### src/rtl/midi_voice_alloc_pkg.sv
// Shared MIDI command codes and types for the voice allocator.
// The command codes are the ones midi_decoder emits.
package midi_voice_alloc_pkg;

  localparam int MIDI_CMD_SIZE = 4;
  localparam logic [MIDI_CMD_SIZE-1:0] MIDI_CMD_NOTE_OFF = 4'h8;
  localparam logic [MIDI_CMD_SIZE-1:0] MIDI_CMD_NOTE_ON  = 4'h9;

  typedef enum logic [1:0] {
    ST_IDLE,
    ST_SEARCH,
    ST_RESOLVE,
    ST_EMIT
  } state_t;

  // Latched note request; on=0 covers NOTE_OFF and NOTE_ON with velocity 0
  typedef struct packed {
    logic       on;
    logic [6:0] note;
    logic [6:0] vel;
  } note_msg_t;

endpackage

### src/rtl/midi_voice_alloc_voice_table.sv
// Voice slot storage: active flag, note and saturating age per voice.
// Asynchronous read port for the scanner and one update command per note event.
module midi_voice_alloc_voice_table
  import midi_voice_alloc_pkg::*;
#(
  parameter int NUM_VOICES = 8,
  parameter int AGE_W      = 4,
  localparam int IDX_W     = $clog2(NUM_VOICES)
) (
  input  logic                  clk,
  input  logic                  reset,
  input  logic [IDX_W-1:0]      rd_idx,
  output logic                  rd_active,
  output logic [6:0]            rd_note,
  output logic [AGE_W-1:0]      rd_age,
  input  logic                  wr_en,
  input  logic                  wr_on,
  input  logic [IDX_W-1:0]      wr_idx,
  input  logic [6:0]            wr_note,
  output logic [NUM_VOICES-1:0] active
);

  localparam logic [AGE_W-1:0] AGE_MAX = '1;

  logic [NUM_VOICES-1:0]            active_q;
  logic [NUM_VOICES-1:0][6:0]       note_q;
  logic [NUM_VOICES-1:0][AGE_W-1:0] age_q;

  always_ff @(posedge clk) begin
    if (reset) begin
      active_q <= '0;
      note_q   <= '0;
      age_q    <= '0;
    end else if (wr_en) begin
      for (int v = 0; v < NUM_VOICES; v++) begin
        if (wr_idx == IDX_W'(v)) begin
          if (wr_on) begin
            active_q[v] <= 1'b1;
            note_q[v]   <= wr_note;
            age_q[v]    <= '0;
          end else begin
            active_q[v] <= 1'b0;
          end
        // Only note-ons age the other voices; releases leave ages alone
        end else if (wr_on && active_q[v] && age_q[v] != AGE_MAX) begin
          age_q[v] <= age_q[v] + 1'b1;
        end
      end
    end
  end

  assign rd_active = active_q[rd_idx];
  assign rd_note   = note_q[rd_idx];
  assign rd_age    = age_q[rd_idx];
  assign active    = active_q;

endmodule

### src/rtl/midi_voice_alloc.sv
// Polyphonic voice allocator: serial scan of the voice table per note message,
// then one retrigger/allocate/steal or release event over valid/ready.
module midi_voice_alloc
  import midi_voice_alloc_pkg::*;
#(
  parameter int NUM_VOICES = 8,
  parameter int MIDI_CH    = 0,
  parameter int AGE_W      = 4,
  localparam int IDX_W     = $clog2(NUM_VOICES)
) (
  input  logic                     clk,
  input  logic                     reset,
  input  logic                     midi_rdy,
  input  logic [MIDI_CMD_SIZE-1:0] midi_cmd,
  input  logic [3:0]               midi_ch_sysn,
  input  logic [6:0]               midi_data0,
  input  logic [6:0]               midi_data1,
  output logic                     evt_valid,
  input  logic                     evt_ready,
  output logic [IDX_W-1:0]         evt_voice,
  output logic                     evt_on,
  output logic [6:0]               evt_note,
  output logic [6:0]               evt_vel,
  output logic [NUM_VOICES-1:0]    voice_active,
  output logic                     drop_pulse
);

  localparam logic [IDX_W-1:0] LAST = IDX_W'(NUM_VOICES - 1);

  state_t           state;
  note_msg_t        msg;
  logic [IDX_W-1:0] scan;
  logic             match_found, free_found, old_found;
  logic [IDX_W-1:0] match_idx, free_idx, old_idx;
  logic [AGE_W-1:0] old_age;

  logic             rd_active;
  logic [6:0]       rd_note;
  logic [AGE_W-1:0] rd_age;
  logic             wr_en;
  logic [IDX_W-1:0] wr_idx;
  logic             note_msg;

  assign note_msg = midi_rdy && (midi_ch_sysn == 4'(MIDI_CH)) &&
                    (midi_cmd == MIDI_CMD_NOTE_ON || midi_cmd == MIDI_CMD_NOTE_OFF);

  midi_voice_alloc_voice_table #(
    .NUM_VOICES (NUM_VOICES),
    .AGE_W      (AGE_W)
  ) u_table (
    .clk       (clk),
    .reset     (reset),
    .rd_idx    (scan),
    .rd_active (rd_active),
    .rd_note   (rd_note),
    .rd_age    (rd_age),
    .wr_en     (wr_en),
    .wr_on     (msg.on),
    .wr_idx    (wr_idx),
    .wr_note   (msg.note),
    .active    (voice_active)
  );

  // Target selection: match, then free, then oldest (all busy when no free)
  always_comb begin
    wr_en  = 1'b0;
    wr_idx = match_idx;
    if (state == ST_RESOLVE) begin
      if (msg.on) begin
        wr_en  = 1'b1;
        wr_idx = match_found ? match_idx : (free_found ? free_idx : old_idx);
      end else begin
        wr_en  = match_found;
      end
    end
  end

  always_ff @(posedge clk) begin
    if (reset) begin
      state       <= ST_IDLE;
      msg         <= '0;
      scan        <= '0;
      match_found <= 1'b0;
      free_found  <= 1'b0;
      old_found   <= 1'b0;
      match_idx   <= '0;
      free_idx    <= '0;
      old_idx     <= '0;
      old_age     <= '0;
      evt_valid   <= 1'b0;
      evt_voice   <= '0;
      evt_on      <= 1'b0;
      evt_note    <= '0;
      evt_vel     <= '0;
      drop_pulse  <= 1'b0;
    end else begin
      drop_pulse <= note_msg && (state != ST_IDLE);
      case (state)
        ST_IDLE: begin
          if (note_msg) begin
            msg.on      <= (midi_cmd == MIDI_CMD_NOTE_ON) && (midi_data1 != 7'd0);
            msg.note    <= midi_data0;
            msg.vel     <= midi_data1;
            scan        <= '0;
            match_found <= 1'b0;
            free_found  <= 1'b0;
            old_found   <= 1'b0;
            state       <= ST_SEARCH;
          end
        end
        ST_SEARCH: begin
          if (rd_active && rd_note == msg.note && !match_found) begin
            match_found <= 1'b1;
            match_idx   <= scan;
          end
          if (!rd_active && !free_found) begin
            free_found <= 1'b1;
            free_idx   <= scan;
          end
          // Strict compare keeps the lowest index on age ties
          if (rd_active && (!old_found || rd_age > old_age)) begin
            old_found <= 1'b1;
            old_idx   <= scan;
            old_age   <= rd_age;
          end
          if (scan == LAST) state <= ST_RESOLVE;
          else              scan  <= scan + 1'b1;
        end
        ST_RESOLVE: begin
          if (wr_en) begin
            evt_valid <= 1'b1;
            evt_voice <= wr_idx;
            evt_on    <= msg.on;
            evt_note  <= msg.note;
            evt_vel   <= msg.on ? msg.vel : 7'd0;
            state     <= ST_EMIT;
          end else begin
            state <= ST_IDLE;
          end
        end
        ST_EMIT: begin
          if (evt_ready) begin
            evt_valid <= 1'b0;
            state     <= ST_IDLE;
          end
        end
        default: state <= ST_IDLE;
      endcase
    end
  end

endmodule

### config.mk
export PLATFORM = sky130hd
export DESIGN_NAME = midi_voice_alloc
export DESIGN_NICKNAME = d
export VERILOG_FILES = /design/src/rtl/midi_voice_alloc_pkg.sv /design/src/rtl/midi_voice_alloc_voice_table.sv /design/src/rtl/midi_voice_alloc.sv
export SDC_FILE = /design/constraint.sdc
export NUM_CORES = 1
export LEC_CHECK = 0
export ABC_CLOCK_PERIOD_IN_PS = 2700
export CAP_MARGIN = 40
export CORE_MARGIN = 3
export CORE_UTILIZATION = 25
export CTS_BUF_LIST = sky130_fd_sc_hd__clkbuf_16
export CTS_CLUSTER_DIAMETER = 80
export DETAILED_ROUTE_END_ITERATION = 10
export PLACE_DENSITY = 0.43
export SLEW_MARGIN = 20
export SYNTH_ARGS = -nofsm -noshare
export SYNTH_HDL_FRONTEND = slang
export SYNTH_HIERARCHICAL = 1
export SYNTH_SLANG_ARGS = --single-unit
### constraint.sdc
create_clock -name clk -period 2.7 [get_ports clk]
set_clock_uncertainty 0.1 [all_clocks]
set_input_delay 0.54 -clock clk [delete_from_list [all_inputs] [get_ports clk]]
set_output_delay 0.54 -clock clk [all_outputs]
set_load 0.01 [all_outputs]
After elaboration in Yosys (flattened, before gate mapping)
Cells that the tools add are included.
{"block": "totals", "wordCells": 220, "output_inout_bits": 28, "ff_bits": 152, "input_bits": 26}
{"block": "classes", "eq_ne": 38, "n_reduce_logical": 80, "mux": 49, "n_addsub": 9, "magnitude_cmp": 2}
{"operator": "4-bit 2-to-1 mux", "n": 18}
{"operator": "3-bit AND reduction", "n": 22}
{"operator": "4-bit by 1-bit adder with 4-bit output (second input constant)", "n": 8}
{"operator": "4-bit inequality test (second input constant)", "n": 8}
{"operator": "2-bit inequality test (second input constant)", "n": 15}
{"operator": "2-bit AND reduction", "n": 13}
{"operator": "1-bit logical AND", "n": 24}
{"operator": "2-bit nonzero test", "n": 11}
{"operator": "7-bit binary-select mux with 3-bit select", "n": 1}
{"operator": "3-bit 2-to-1 mux", "n": 6}
{"operator": "3-bit == test (second input constant)", "n": 5}
{"operator": "7-bit 2-to-1 mux", "n": 2}
{"operator": "4-bit binary-select mux with 3-bit select", "n": 1}
{"operator": "1-bit 2-to-1 mux", "n": 10}
{"operator": "4-bit == test (second input constant)", "n": 2}
{"operator": "2-bit 2-to-1 mux", "n": 4}
{"operator": "1-bit case mux with 2 select lines", "n": 4}
{"operator": "2-bit case mux with 4 select lines", "n": 1}
{"operator": "7-bit == test", "n": 1}
{"operator": "7-bit nonzero test", "n": 1}
{"operator": "3-bit by 2-bit == test with 1-bit output (second input constant)", "n": 2}
{"operator": "3-bit case mux with 2 select lines", "n": 1}
{"operator": "2-bit == test (second input constant)", "n": 2}
{"operator": "4-bit greater-than comparator", "n": 1}
{"operator": "other kinds (11)", "n": 15}

Depth between registers and ports, before layout
{"block": "depth", "word_depth": 7, "depth_mapped": 12, "depth_no_buf": 8}

Cells and area by module
The synthesis kept the hierarchy.
{"mod": "midi_voice_alloc_voice_table", "cells_each": 547, "instances": 1, "area_per_inst_um2": 4850.9}
{"mod": "midi_voice_alloc", "cells_each": 284, "instances": 1, "area_per_inst_um2": 2523.7}

Worst setup path after synthesis
Ideal clock, no wire load.
{"block": "synth_path", "path_type": "reg2reg", "startpoint": "register scan[0]", "endpoint": "register old_idx[0]", "setup_time_ps": 72, "required_time_ps": 2528, "arrival_time_ps": 2778, "n_path_buf": 2, "setup_slack_ps": -249, "synth_period_minus_slack_ps": 2949, "path_stages_with_launch": 10, "path_cell_list": "dfxtp_1 > buf_2 > buf_2 > mux4_2 > mux2_2 > ha_1 > nor2b_1 > o21a_1 > o21ai_1 > mux2i_1"}
{"block": "synth_via", "elab_chain_cells": 6, "word_cells_on_any_way": 8}
{"element": "start: declaration", "line": "midi_voice_alloc.sv:32", "text": "logic [IDX_W-1:0] scan;"}
{"element": "start signal: assignment", "line": "midi_voice_alloc.sv:127", "text": "else scan <= scan + 1'b1;"}
{"element": "4-bit binary-select mux with 3-bit select", "line": "midi_voice_alloc_voice_table.sv:54", "text": "assign rd_age = age_q[rd_idx];"}
{"element": "4-bit 2-to-1 mux (not written as such)", "line": "midi_voice_alloc_voice_table.sv:54"}
{"element": "net rd_age[1]", "line": "midi_voice_alloc.sv:39", "text": "logic [AGE_W-1:0] rd_age;"}
{"element": "4-bit greater-than comparator", "line": "midi_voice_alloc.sv:121", "text": "if (rd_active && (!old_found || rd_age > old_age)) begin"}
{"element": "1-bit logical OR", "line": "midi_voice_alloc.sv:121"}
{"element": "1-bit logical AND", "line": "midi_voice_alloc.sv:121"}
{"element": "2-bit AND reduction (no line)"}
{"element": "end signal: assignment", "line": "midi_voice_alloc.sv:123", "text": "old_idx <= scan;"}
{"element": "end: declaration", "line": "midi_voice_alloc.sv:34", "text": "logic [IDX_W-1:0] match_idx, free_idx, old_idx;"}
The timed path passes the listed nets, and every way through them passes these cells. The select of a mux whose other input is x is not followed.
A chain may end at the register's enable or synchronous reset.

Worst setup path after layout
{"block": "layout_path", "startpoint": "register scan[0]", "endpoint": "register old_age[2]"}
{"block": "layout_via", "elab_chain_cells": 6, "word_cells_on_any_way": 8}
{"element": "4-bit binary-select mux with 3-bit select *", "line": "midi_voice_alloc_voice_table.sv:54"}
{"element": "4-bit 2-to-1 mux (not written as such) *", "line": "midi_voice_alloc_voice_table.sv:54"}
{"element": "net rd_age[2]", "line": "midi_voice_alloc.sv:39"}
{"element": "4-bit greater-than comparator", "line": "midi_voice_alloc.sv:121"}
{"element": "1-bit logical OR", "line": "midi_voice_alloc.sv:121"}
{"element": "1-bit logical AND", "line": "midi_voice_alloc.sv:121"}
{"element": "2-bit AND reduction (no line)"}
{"element": "end signal: assignment", "line": "midi_voice_alloc.sv:124", "text": "old_age <= rd_age;"}
{"element": "end: declaration", "line": "midi_voice_alloc.sv:35", "text": "logic [AGE_W-1:0] old_age;"}
The timed path passes the listed nets; every way through them passes the cells marked *. The select of a mux whose other input is x is not followed.

==> flow_summary.ini <==
[layout]
fin_nets = 932
final_common_cell = nand2_1
multiInputGateArea_um2 = 4003
fillers = 3053
layout_common_cells = nand2_1, dfxtp_1, a21oi_1
regArea_um2 = 3047
antenna_cells = 0
synthToLayoutAreaGrowth_pct = 23.63
fin_area_um2 = 9117
drive_above_1_share_pct = 17.02

[clock_tree]
tritoncts = done
clockBufferDepth = 2
path_clk_slew_ns = 0.07
cts_made_buffers = 17
worstSkewPairLatency_ns = 0.43
htree_levels = 4
clockRootBuffer = clkbuf_16
cts_hold_buf = 0
cts.sinks = 152

[floorplan]
pin_count = 54
dieArea_um2 = 31600
rows = 62
start_util_pct = 25.55
die_x_um = 177.8
core_area_um2 = 28860
dieHeight_um = 177.8

[placement]
place_congestion = 0.7802
portBuffers = 53
postPlaceCellArea_um2 = 8444
hpwl_mm = 15.12

[sta]
setup_viol = 0
hold_viol_final = 0
fin_setup_tns_ns = 0
timing.hold.ws_ns = 0.3544
timing.fmax_mhz = 391.5
period_share_pct = 94.61
tightest_slew_ns = 0.6245
rsz0062_at_grt = no
min_period_ns = 2.554
finalMaxSlewViolations = 0
slew_headroom_pct = 58.37

[synthesis]
seq_area_frac_synth_pct = 41.26
ys.flop_type = dfxtp_1
netlist_instances = 831
synth-warning-count = 6
synth.distinct_cells = 71
async_flop_share_pct = 0
synth_area_um2 = 7375
synth.avg_cell_area_um2 = 8.874
synth-edff-count = 0
ys_ff_latch = 152
synth_nets = 871

[job]
cap_violations = 0

[status]
status = completed

[setup_path]
path_cells = buf_4 > mux4_2 > mux2_2 > ha_1 > and2_1 > a41oi_2 > o21a_2 > mux2i_1
cp.arrival_ns = 2.81
start_kind = register
crit_type = reg2reg
setup.worst_path.end_class = register
path_buf_inv = 1
cp_top_family = multiplexers
crit_path_top_delay_cell = mux4_2
required_ns = 2.96
cpPeakStageDelay_ns = 0.51
worstPathMaxFanout = 5

[drt]
viasPerCell = 4.798
detail-route-antenna-nets = 0
drc = 0
drt_iter0_drc = 417
first_pass_iters = 5
wire_per_inst_um = 16.36
routed_wl_mm = 21.09
vias = 6184

[power]
ir_worst_vdd_uv = 430.2
p_leak_nw = 3.088
power_density_nw_per_um2 = 533.7

[global_routing]
grt_pass1_wl_mm = 33.33
globalRoute.totalOverflow = 0
grt_use_total_pct = 13.46
grt_max_degree = 56
antenna_found_initial = 0
grt_pass1_vias = 5767

[hold_path]
holdCritPathClass = reg2reg
-- layer usage --
| layer | global-route usage (%) | share of wire (%) | vias to the layer above | wire length (um) |
|---|---|---|---|---|
| li1 | - | - | 3066 | - |
| met1 | 19.28 | 51 | 2982 | 10800 |
| met2 | 20.44 | 44 | 118 | 9236 |
| met3 | 2.931 | 3.8 | 18 | 807 |
| met4 | 3.599 | 1.2 | 0 | 254 |
| met5 | 0 | 0 | - | 0 |
-- power by group --
part | total (mW) | switching [mW] | internal (mW)
Sequential | 2.25 | 0.00489 | 2.24
Clock | 2.51 | 1.16 | 1.35
Combinational | 0.113 | 0.0625 | 0.0502
-- cells in the mapped netlist, types with 14 or more instances --
| cell | number | share of area [%] |
|---|---|---|
| mux2_2 | 18 | 2.7 |
| nand2_1 | 194 | 9.9 |
| nor2_1 | 37 | 1.9 |
| inv_1 | 17 | 0.87 |
| ha_1 | 14 | 2.4 |
| clkbuf_1 | 24 | 1.2 |
| buf_2 | 22 | 1.5 |
| dfxtp_1 | 152 | 41 |
| a21oi_1 | 100 | 6.8 |
| nand2b_1 | 15 | 1.3 |
| nand3_1 | 31 | 2.1 |
| mux2i_1 | 15 | 2.0 |
| mux4_2 | 24 | 7.3 |
-- what timing repair did --
action                     in CTS  in global routing
setup endpoints to repair       6                  8
setup buffers                   0                  3
pin swaps                       0                  1
resized for setup               1                  3
-- tightest hold or removal path, stage by stage (launching register included) --
cell and delay [ns]:
dfxtp_1 0.31, nand2_1 0.05, a21oi_1 0.05
-- through the flow --
step                      utilization, %  instances  power, mW  worst slack [ns]
after floorplan                        -        831      2.351           0.04487
after global placement             29.26       1254      2.413           0.05339
after detailed placement           29.26       1254      2.413         0.0002176
after CTS                          31.45       1286      4.934           0.08375
after global routing               31.59       1289      5.021          0.006050
final                              31.59       1289      4.866            0.1455
-- final timing paths --
check,from,end,slack [ns],cells past startpoint
hold reg to reg,u_table/note_q[41],u_table/note_q[41],0.35,2
setup / recovery,scan[0],old_age[2],0.15,8
hold / removal,u_table/note_q[41],u_table/note_q[41],0.35,2
setup reg to reg,scan[0],old_age[2],0.15,8
-- registers in the layout (all words and copies together) (netlist names) --
| signal | cells |
|---|---|
| u_table/note_q | 56 |
| u_table/age_q | 32 |
| msg | 15 |
| u_table/active | 8 |
| evt_note | 7 |
| evt_vel | 7 |
| old_age | 4 |
| evt_voice | 3 |
| free_idx | 3 |
| match_idx | 3 |
| old_idx | 3 |
| scan | 3 |
| state | 2 |
| drop_pulse | 1 |
| evt_on | 1 |
| evt_valid | 1 |
| free_found | 1 |
| match_found | 1 |
| old_found | 1 |
-- cell type report --
cell class | instances | share of cell area (%)
Clock buffer | 17 | 4.666
Tap cell | 384 | 5.270
Multi-Input combinational cell | 608 | 43.90
Timing Repair Buffer | 96 | 9.826
Clock inverter | 15 | 2.223
Sequential cell | 152 | 33.42
Inverter | 17 | 0.6999
-- kinds of logic after synthesis --
kind of cell / share of synthesized area (%)
simple gates: 23.72
compound gates: 15.08
flops: 41.26
buf+inv: 4.615
mux: 12.11
fa+ha+maj: 2.375
xor+xnor: 0.8314
No activity file was read; power rests on OpenSTA's default activity.
